===== config.mk =====
export PLATFORM = sky130hd
export DESIGN_NAME = video_frame_scheduler_flat
export DESIGN_NICKNAME = d
export VERILOG_FILES = /design/src/rtl/vfs_pkg.sv /design/src/rtl/video_frame_scheduler_if.sv /design/src/rtl/vfs_buf_tracker.sv /design/src/rtl/video_frame_scheduler.sv /design/src/flat_wrapper.sv
export SDC_FILE = /design/constraint.sdc
export NUM_CORES = 1
export LEC_CHECK = 0
export ABC_AREA = 0
export BUFFER_PORTS_ARGS = -buffer_cell sky130_fd_sc_hd__buf_4
export CORE_ASPECT_RATIO = 1.4
export CORE_MARGIN = 5
export CORE_UTILIZATION = 39
export CTS_CLUSTER_DIAMETER = 50
export DETAILED_ROUTE_END_ITERATION = 6
export GPL_TIMING_DRIVEN = 1
export HOLD_SLACK_MARGIN = 0.1
export PLACE_DENSITY = 0.82
export RECOVER_POWER = 50
export SKIP_LAST_GASP = 1
export SLEW_MARGIN = 20
export SYNTH_ARGS = -nofsm -noshare
export SYNTH_HDL_FRONTEND = slang
export SYNTH_SLANG_ARGS = --single-unit

===== constraint.sdc =====
create_clock -name clk -period 1.7 [get_ports clk]
set_input_delay 0.255 -clock clk [delete_from_list [all_inputs] [get_ports clk]]
set_output_delay 0.255 -clock clk [all_outputs]
set_load 0.05 [all_outputs]

===== src/rtl/vfs_pkg.sv =====
// Shared types and helpers for the triple-buffer video frame scheduler.
package vfs_pkg;

    typedef enum logic [1:0] {
        IDLE,
        WAIT_VSYNC,
        START,
        RUN
    } vfs_state_t;

    typedef logic [1:0] buf_idx_t;

    localparam int unsigned NUM_BUFS = 3;

    // With three buffers indexed 0..2 the indices sum to 3, so the free one is 3-a-b.
    function automatic buf_idx_t third_idx(buf_idx_t a, buf_idx_t b);
        return 2'd3 - a - b;
    endfunction

endpackage


===== src/rtl/video_frame_scheduler_if.sv =====
// Producer write-path and DMA-master control signals of the frame scheduler.
interface video_frame_scheduler_if #(
    parameter int unsigned ADDR_W = 32
);
    logic              wr_frame_done;
    logic [ADDR_W-1:0] wr_base_addr;
    logic              dma_busy;
    logic              dma_done;
    logic              dma_start;
    logic [ADDR_W-1:0] dma_start_addr;

    modport master (
        input  wr_frame_done,
        input  dma_busy,
        input  dma_done,
        output wr_base_addr,
        output dma_start,
        output dma_start_addr
    );

    modport slave (
        output wr_frame_done,
        output dma_busy,
        output dma_done,
        input  wr_base_addr,
        input  dma_start,
        input  dma_start_addr
    );
endinterface


===== src/rtl/vfs_buf_tracker.sv =====
// Tracks displayed / written / ready buffer indices; the drop strobe exists only
// when VFS_STATS_EN is defined.
module vfs_buf_tracker
    import vfs_pkg::*;
(
    input  logic     clk,
    input  logic     reset,
    input  logic     wr_frame_done,
    input  logic     take,
    output buf_idx_t disp_idx_next,
    output buf_idx_t wr_idx_next
`ifdef VFS_STATS_EN
    ,
    output logic     drop
`endif
);

    buf_idx_t disp_idx, wr_idx, ready_idx;
    logic     ready_valid;

    buf_idx_t disp_n, wr_n, ready_n;
    logic     ready_valid_n;
    logic     drop_n;

    always_comb begin
        disp_n        = disp_idx;
        wr_n          = wr_idx;
        ready_n       = ready_idx;
        ready_valid_n = ready_valid;
        drop_n        = 1'b0;
        if (wr_frame_done && take) begin
            // Completion applies first, so the consumer takes the frame just written.
            disp_n        = wr_idx;
            wr_n          = third_idx(disp_idx, wr_idx);
            ready_valid_n = 1'b0;
            drop_n        = ready_valid;
        end else if (wr_frame_done) begin
            ready_n       = wr_idx;
            ready_valid_n = 1'b1;
            wr_n          = third_idx(disp_idx, wr_idx);
            drop_n        = ready_valid;
        end else if (take && ready_valid) begin
            disp_n        = ready_idx;
            ready_valid_n = 1'b0;
        end
    end

    always_ff @(posedge clk or posedge reset) begin
        if (reset) begin
            disp_idx    <= 2'd0;
            wr_idx      <= 2'd1;
            ready_idx   <= 2'd2;
            ready_valid <= 1'b0;
        end else begin
            disp_idx    <= disp_n;
            wr_idx      <= wr_n;
            ready_idx   <= ready_n;
            ready_valid <= ready_valid_n;
        end
    end

    assign disp_idx_next = disp_n;
    assign wr_idx_next   = wr_n;
`ifdef VFS_STATS_EN
    assign drop          = drop_n;
`endif

endmodule


===== src/rtl/video_frame_scheduler.sv =====
// Triple-buffer controller sequencing the video read DMA on each vsync.
// Define VFS_STATS_EN to add the frames_shown / frames_dropped counters.
module video_frame_scheduler
    import vfs_pkg::*;
#(
    parameter int unsigned       ADDR_W      = 32,
    parameter logic [ADDR_W-1:0] BASE_ADDR   = '0,
    parameter logic [ADDR_W-1:0] FRAME_BYTES = ADDR_W'(32'd3686400)
) (
    input  logic                     clk,
    input  logic                     reset,
    input  logic                     enable,
    input  logic                     vsync_edge,
    input  logic                     clear_status,
    video_frame_scheduler_if.master  bus,
    output logic [ADDR_W-1:0]        disp_base_addr,
    output logic                     late_vsync
`ifdef VFS_STATS_EN
    ,
    output logic [15:0]              frames_shown,
    output logic [15:0]              frames_dropped
`endif
);

    function automatic logic [ADDR_W-1:0] buf_addr(buf_idx_t i);
        return BASE_ADDR + FRAME_BYTES * ADDR_W'(i);
    endfunction

    vfs_state_t state, state_n;
    logic       take;
    logic       late_set;
    logic       dma_start;

    buf_idx_t          disp_idx_next, wr_idx_next;
    logic [ADDR_W-1:0] wr_base_addr_q;
    logic [ADDR_W-1:0] dma_start_addr_q;

`ifdef VFS_STATS_EN
    logic drop;
`endif

    vfs_buf_tracker u_buf_tracker (
        .clk           (clk),
        .reset         (reset),
        .wr_frame_done (bus.wr_frame_done),
        .take          (take),
        .disp_idx_next (disp_idx_next),
        .wr_idx_next   (wr_idx_next)
`ifdef VFS_STATS_EN
        ,
        .drop          (drop)
`endif
    );

    always_comb begin
        state_n   = state;
        take      = 1'b0;
        late_set  = 1'b0;
        dma_start = 1'b0;
        case (state)
            IDLE: begin
                if (enable) state_n = WAIT_VSYNC;
            end
            WAIT_VSYNC: begin
                if (!enable) begin
                    state_n = IDLE;
                end else if (vsync_edge) begin
                    if (bus.dma_busy) begin
                        late_set = 1'b1;
                    end else begin
                        take    = 1'b1;
                        state_n = START;
                    end
                end
            end
            START: begin
                dma_start = 1'b1;
                state_n   = RUN;
            end
            RUN: begin
                // A vsync during a running frame is flagged, never queued.
                if (vsync_edge) late_set = 1'b1;
                if (bus.dma_done) state_n = enable ? WAIT_VSYNC : IDLE;
            end
            default: state_n = IDLE;
        endcase
    end

    always_ff @(posedge clk or posedge reset) begin
        if (reset) begin
            state <= IDLE;
        end else begin
            state <= state_n;
        end
    end

    always_ff @(posedge clk or posedge reset) begin
        if (reset) begin
            wr_base_addr_q   <= buf_addr(2'd1);
            disp_base_addr   <= buf_addr(2'd0);
            dma_start_addr_q <= buf_addr(2'd0);
        end else begin
            wr_base_addr_q <= buf_addr(wr_idx_next);
            disp_base_addr <= buf_addr(disp_idx_next);
            if (take) dma_start_addr_q <= buf_addr(disp_idx_next);
        end
    end

    always_ff @(posedge clk or posedge reset) begin
        if (reset) begin
            late_vsync <= 1'b0;
        end else if (clear_status) begin
            late_vsync <= 1'b0;
        end else if (late_set) begin
            late_vsync <= 1'b1;
        end
    end

`ifdef VFS_STATS_EN
    always_ff @(posedge clk or posedge reset) begin
        if (reset) begin
            frames_shown   <= '0;
            frames_dropped <= '0;
        end else if (clear_status) begin
            frames_shown   <= '0;
            frames_dropped <= '0;
        end else begin
            if (dma_start && frames_shown != '1) frames_shown <= frames_shown + 16'd1;
            if (drop && frames_dropped != '1) frames_dropped <= frames_dropped + 16'd1;
        end
    end
`endif

    assign bus.dma_start      = dma_start;
    assign bus.dma_start_addr = dma_start_addr_q;
    assign bus.wr_base_addr   = wr_base_addr_q;

endmodule


===== src/flat_wrapper.sv =====
// flat-port wrapper written by rule: the top's interface ports become plain ports
module video_frame_scheduler_flat import vfs_pkg::*;
#(
    parameter int unsigned       ADDR_W      = 32,
    parameter logic [ADDR_W-1:0] BASE_ADDR   = '0,
    parameter logic [ADDR_W-1:0] FRAME_BYTES = ADDR_W'(32'd3686400)
)
  (clk, reset, enable, vsync_edge, clear_status, disp_base_addr, late_vsync, bus_wr_frame_done, bus_dma_busy, bus_dma_done, bus_wr_base_addr, bus_dma_start, bus_dma_start_addr);
  video_frame_scheduler_if #(.ADDR_W(ADDR_W)) bus_i ();
  input  logic clk;
  input  logic reset;
  input  logic enable;
  input  logic vsync_edge;
  input  logic clear_status;
  output logic [ADDR_W-1:0] disp_base_addr;
  output logic late_vsync;
  input wire logic [$bits(bus_i.wr_frame_done)-1:0] bus_wr_frame_done;
  input wire logic [$bits(bus_i.dma_busy)-1:0] bus_dma_busy;
  input wire logic [$bits(bus_i.dma_done)-1:0] bus_dma_done;
  output wire logic [$bits(bus_i.wr_base_addr)-1:0] bus_wr_base_addr;
  output wire logic [$bits(bus_i.dma_start)-1:0] bus_dma_start;
  output wire logic [$bits(bus_i.dma_start_addr)-1:0] bus_dma_start_addr;
  assign bus_i.wr_frame_done = bus_wr_frame_done;
  assign bus_i.dma_busy = bus_dma_busy;
  assign bus_i.dma_done = bus_dma_done;
  assign bus_wr_base_addr = bus_i.wr_base_addr;
  assign bus_dma_start = bus_i.dma_start;
  assign bus_dma_start_addr = bus_i.dma_start_addr;
  video_frame_scheduler #(.ADDR_W(ADDR_W), .BASE_ADDR(BASE_ADDR), .FRAME_BYTES(FRAME_BYTES)) u_core (.clk(clk), .reset(reset), .enable(enable), .vsync_edge(vsync_edge), .clear_status(clear_status), .bus(bus_i), .disp_base_addr(disp_base_addr), .late_vsync(late_vsync));
endmodule

* After elaboration in Yosys (flattened, before gate mapping)
Index checks and enable logic that the tools add are counted.
** Cells by class
- Add/subtract/negate cells :: 2
- Multipliers :: 2
- Equal/unequal tests :: 7
- Muxes and demuxes :: 27
- Bitwise operators :: 1
- Reduce and logical (&&, ||, !) cells :: 7
** Operators with widths (count)
- $mul 8x2->10 const A :: 2
- $mux 2 :: 10
- $mux 1 :: 15
- $pmux 2 s4 :: 1
- $ne 3x3->1 const B :: 2
- $eq 2x2->1 const B :: 2
- $ne 2x2->1 const B :: 2
- $reduce_and 4->1 :: 1
- $reduce_bool 3->1 :: 1
- $eq 2x1->1 const B :: 1
- $logic_and 1x1->1 :: 2
- $logic_not 2->1 :: 1
- $pmux 1 s2 :: 1
- $reduce_and 2->1 :: 1
- $reduce_bool 2->1 :: 1
- $sub 2x2->2 :: 1
- $sub 2x2->2 const A :: 1
- $not 1->1 :: 1
** Word-level totals
- Register bits after elaboration :: 40
- Input bits :: 8
- Output and inout port bits :: 98
- Word-level logic and storage cells :: 55

* Logic depth before layout (Yosys ltp)
- Word-level depth :: 9
- Mapped depth :: 6
- Depth with buffers taken out :: 6

* Hierarchy
From an unflattened synthesis, not the netlist that was laid out.
** Unflattened totals
- Cell total of the unflattened synthesis :: 158
- Area, all modules :: 1684.1 µm²
** By module, submodules not included
- video_frame_scheduler :: times used 1, cells an instance 130, area an instance 1377.6 µm², sequential area each 529.3 µm²
- vfs_buf_tracker :: times used 1, cells an instance 28, area an instance 306.5 µm², sequential area each 177.7 µm²

* Worst setup path after synthesis
No wires, ideal clock.
- Path type :: reg-to-reg
- From :: reg u_core.u_buf_tracker.disp_idx[0]
- To :: reg u_core.dma_start_addr_q[20] (netlist: u_core.bus.dma_start_addr[20])
- Library setup time :: 0.125 ns
- Arrival :: 1.659 ns
- Required time :: 1.575 ns
- Setup slack :: -0.085 ns
- Stages on the path, launching flop included :: 6
- Path buffers :: 0
- Clock period less this slack :: 1.785 ns
- Path through :: dfrtp_1 -> nor3_1 -> a31oi_1 -> o211ai_1 -> ha_1 -> mux2_4
** Between the ends
- Longest elaborated chain between the ends :: 4
** Ends and longest elaborated chain
- start, declared :: line vfs_buf_tracker.sv:18 : buf_idx_t disp_idx, wr_idx, ready_idx;
- start signal, assigned :: line vfs_buf_tracker.sv:55 : disp_idx <= disp_n;
- $mux 2 :: line vfs_buf_tracker.sv:42 : end else if (take && ready_valid) begin
- $mux 2 * :: line vfs_buf_tracker.sv:37 : end else if (wr_frame_done) begin
- $mux 2 * :: line vfs_buf_tracker.sv:31 : if (wr_frame_done && take) begin
- $mul 8x2->10 * :: line video_frame_scheduler.sv:26 : return BASE_ADDR + FRAME_BYTES * ADDR_W'(i);
- end signal, assigned :: line video_frame_scheduler.sv:101 : dma_start_addr_q <= buf_addr(2'd0);
- end signal, assigned :: line video_frame_scheduler.sv:105 : if (take) dma_start_addr_q <= buf_addr(disp_idx_next);
- end, declared :: line video_frame_scheduler.sv:36 : logic [ADDR_W-1:0] dma_start_addr_q;
Every way passes the cells marked *; elsewhere a longest branch is shown, timed or not.
A chain may end at the register's enable or synchronous reset.

==> flow_summary.json <==
{
  "report.final.setup_viol": 0,
  "seqCellArea_sq_um": 611.8,
  "ctsHtreeMaxLevel": 1,
  "antenna_left": 0,
  "multi_input_comb_area_sq_um": 768.2,
  "drive_above_1_share": 0.2995,
  "power.net_switching_mw": 2.083,
  "r2r_setup_slack_ns": 0.05,
  "cts_num_sinks": 24,
  "p_int_mw": 1.879,
  "viasPerCell": 4.044,
  "final_core_utilization": 0.4336,
  "sequential_fraction_of_the_synthesis_area": 0.3612,
  "synth_seq_cells": 24,
  "synthesis.yosys.warnings": 0,
  "tritoncts": "done",
  "crit_end_category": "register",
  "pre_cts_slack_ns": -0.0001544,
  "synth_area_per_cell_sq_um": 9.921,
  "pin_count": 106,
  "synth_enable_flop_cells": 0,
  "cap_violations": 0,
  "power_density_mw_per_mm2": 2173,
  "die_height_um": 87.58,
  "clockRootBuffer": "sky130_fd_sc_hd__clkbuf_8",
  "max_slew_violation_total_from_the_final_report": 0,
  "drt-initial-drc-count": 12,
  "clk_pin_slew_ns": 0.09,
  "p_clk_frac": 0.127,
  "global_route_wire_length_before_repair_mm": 4.409,
  "async_set_reset_flop_share_out_of_synthesis": 1.000,
  "hold_path_class": "input port to register",
  "power.switching_fraction": 0.5258,
  "finClkSkew_ns": 0.005629,
  "combinationalPowerShare": 0.603,
  "worstSetupStartpointType": "register",
  "rsz_0062_raised_after_global_routing": "true",
  "first_pass_iters": 4,
  "max_slew_margin": 0.6181,
  "post_layout_net_count": 223,
  "drt-wirelength-per-cell_um": 11.47,
  "grt_overflow_total": 0,
  "initial_standard_cell_utilization_of_the_core": 0.3988,
  "antenna-diode-count": 0,
  "critPathMaxFanout": 4,
  "fp.coreArea_sq_mm": 0.004204,
  "routed_wl_mm": 2.891,
  "power_frac_seq": 0.270,
  "synthesis.instances": 169,
  "horizontal_die_dimension_um": 65.42,
  "fp-row-count": 28,
  "cts-buffers-inserted": 3,
  "post_detailed_route_drc_marker_count": 0,
  "finalHoldViolCount": 0,
  "fillCellCount": 421,
  "post_synth_instance_area_sq_mm": 0.001677,
  "routability_congestion_estimate": 0.7521,
  "critical_path_class": "register to register",
  "design_power_total_mw": 3.961,
  "synth_top_flop_cell": "sky130_fd_sc_hd__dfrtp_1",
  "grtUsageTotal": 0.1022,
  "number_of_global_route_vias_before_repair": 960,
  "irDropWorstVdd_v": 0.001052,
  "required_ns": 1.86,
  "dp.final_hpwl_mm": 2.393,
  "clk-insertion-delay-late_ns": 0.27,
  "synth_cell_types": 33,
  "fmax_mhz": 607.6,
  "grt_start_max_net_pins": 25,
  "timing.final.crit_period_ns": 1.646,
  "worstPathArrival_ns": 1.81,
  "antenna_violations_before_repair": 0,
  "cts.path.max_buffers": 2,
  "minimum_setup_slack_in_the_final_design_ns": 0.05424,
  "result_of_the_run": "finished clean",
  "die_area_sq_mm": 0.005729,
  "post-route-period-util": 0.9681,
  "vias": 1019,
  "worst-slew-pin-transition_ns": 0.5729,
  "leakage_nw": 0.9747,
  "syn_to_final_growth_pct": 8.731,
  "placement.io_buffers": 30
}
==> cell usage after synthesis (2+ instances only) <==
library cell               number  area, sq um
sky130_fd_sc_hd__buf_4         78        585.6
sky130_fd_sc_hd__dfrtp_1       20        500.5
sky130_fd_sc_hd__ha_1           7        87.58
sky130_fd_sc_hd__nor2_1         7        26.28
sky130_fd_sc_hd__inv_1          6        22.52
sky130_fd_sc_hd__nor2b_1        5        31.28
sky130_fd_sc_hd__a21oi_1        4        20.02
sky130_fd_sc_hd__dfstp_2        4        105.1
sky130_fd_sc_hd__o21ai_0        4        20.02
sky130_fd_sc_hd__a31oi_1        3        18.77
sky130_fd_sc_hd__mux2_4         3        45.04
sky130_fd_sc_hd__a211oi_1       2        15.01
sky130_fd_sc_hd__mux2_2         2        22.52
sky130_fd_sc_hd__nand3_1        2        10.01
sky130_fd_sc_hd__nor3_1         2        10.01
sky130_fd_sc_hd__o31ai_1        2        15.01
sky130_fd_sc_hd__xnor2_1        2        17.52
==> cell families (layout without fill, tap and decap cells) <==
logic type / count (synthesis) / in the layout / synth area share
other: 1 / 75 / 0.002237
DFF: 24 / 24 / 0.3612
AOI/OAI and AO/OA: 22 / 22 / 0.08732
xor gates and xnor gates: 3 / 3 / 0.01567
adders and majority gates: 7 / 7 / 0.05224
buffers and inverters: 85 / 49 / 0.3657
and+or+nand+nor: 22 / 22 / 0.07538
muxes: 5 / 5 / 0.04030
==> power by group through the flow <==
stage | Clock [mW] | Combinational, mW | Sequential, mW
finish | 0.502 | 2.39 | 1.07
global route | 0.545 | 2.56 | 1.12
CTS | 0.518 | 2.38 | 1.07
detailed placement | 0 | 2.37 | 1.08
global placement | 0 | 2.34 | 1.07
floorplan | 0 | 1.22 | 1.77
==> cell type report <==
class | count | area share
Tap cell | 45 | 0.03089
Inverter | 6 | 0.01235
Clock buffer | 3 | 0.02265
Multi-Input combinational cell | 134 | 0.4214
Clock inverter | 1 | 0.01647
Timing Repair Buffer | 39 | 0.1606
Sequential cell | 24 | 0.3356
==> layer usage <==
metal	part of all wire	global-route usage	wire, um	vias to the layer above
met4	0.021	0.05094	61	0
met2	0.50	0.1705	1451	71
li1	-	-	-	474
met3	0.12	0.02696	336	5
met5	0	0	0	-
met1	0.36	0.1209	1041	469
==> final timing paths <==
kind,end,cells after the start,startpoint
setup reg to reg,u_core.bus.dma_start_addr[20],5,register
setup / recovery,u_core.bus.dma_start_addr[20],5,register
min in group asynchronous,u_core.disp_base_addr[22],4,reset
hold reg to reg,register,1,u_core.state[0]
hold / removal,u_core.late_vsync,2,clear_status
max in group asynchronous,u_core.bus.wr_base_addr[15],4,reset
==> timing repair <==
action	4_1_cts	5_1_grt
hold endpoints to repair	20	0
setup endpoints to repair	0	2
resized for setup	0	5
setup buffers	0	0
hold buffers	1	0
==> placed cells by master (no fill, tap or decap), drive strengths merged <==
cell	count
bufinv	1
or2	1
o22a	1
a31oi	3
conb	75
o21ai	5
xnor2	2
mux2	5
a21oi	4
and3	1
a211oi	2
o22ai	1
o211ai	1
dlygate4sd3	1
dfstp	4
o211a	1
ha	7
inv	6
o31ai	2
nand2	2
nor2	8
a22o	1
nor2b	5
nand3	2
dfrtp	20
nor3	2
a21o	1
xor2	1
buf	36
nor3b	1
clkbuf	5
==> registers in the layout, indices dropped and copies added (netlist names), named ones only <==
name / count
u_core.u_buf_tracker.disp_idx: 1
u_core.bus.dma_start_addr: 6
u_core.state: 1
u_core.u_buf_tracker.wr_idx: 1
u_core.u_buf_tracker.ready_valid: 1
u_core.late_vsync: 1
u_core.disp_base_addr: 5
u_core.bus.wr_base_addr: 5
u_core.u_buf_tracker.ready_idx: 2
==> through the flow <==
step	hold WS [ns]	area, sq um	setup TNS [ns]	cells
2_1_floorplan	0.2665	1966	0	243
3_3_place_gp	0.3206	1717	0	247
3_5_place_dp	0.3235	1717	-0.0001544	247
4_1_cts	0.1170	1798	0	252
5_1_grt	0.1187	1823	-0.03281	252
6_report	0.1252	1823	0	252
==> worst max-delay path, stage by stage (launching register included) <==
cell	delay (ns)
sky130_fd_sc_hd__dfrtp_1	0.43
sky130_fd_sc_hd__or2_4	0.28
sky130_fd_sc_hd__nor2_2	0.13
sky130_fd_sc_hd__o211ai_1	0.12
sky130_fd_sc_hd__ha_1	0.31
sky130_fd_sc_hd__mux2_4	0.27
No activity file was read; power rests on OpenSTA's default activity.
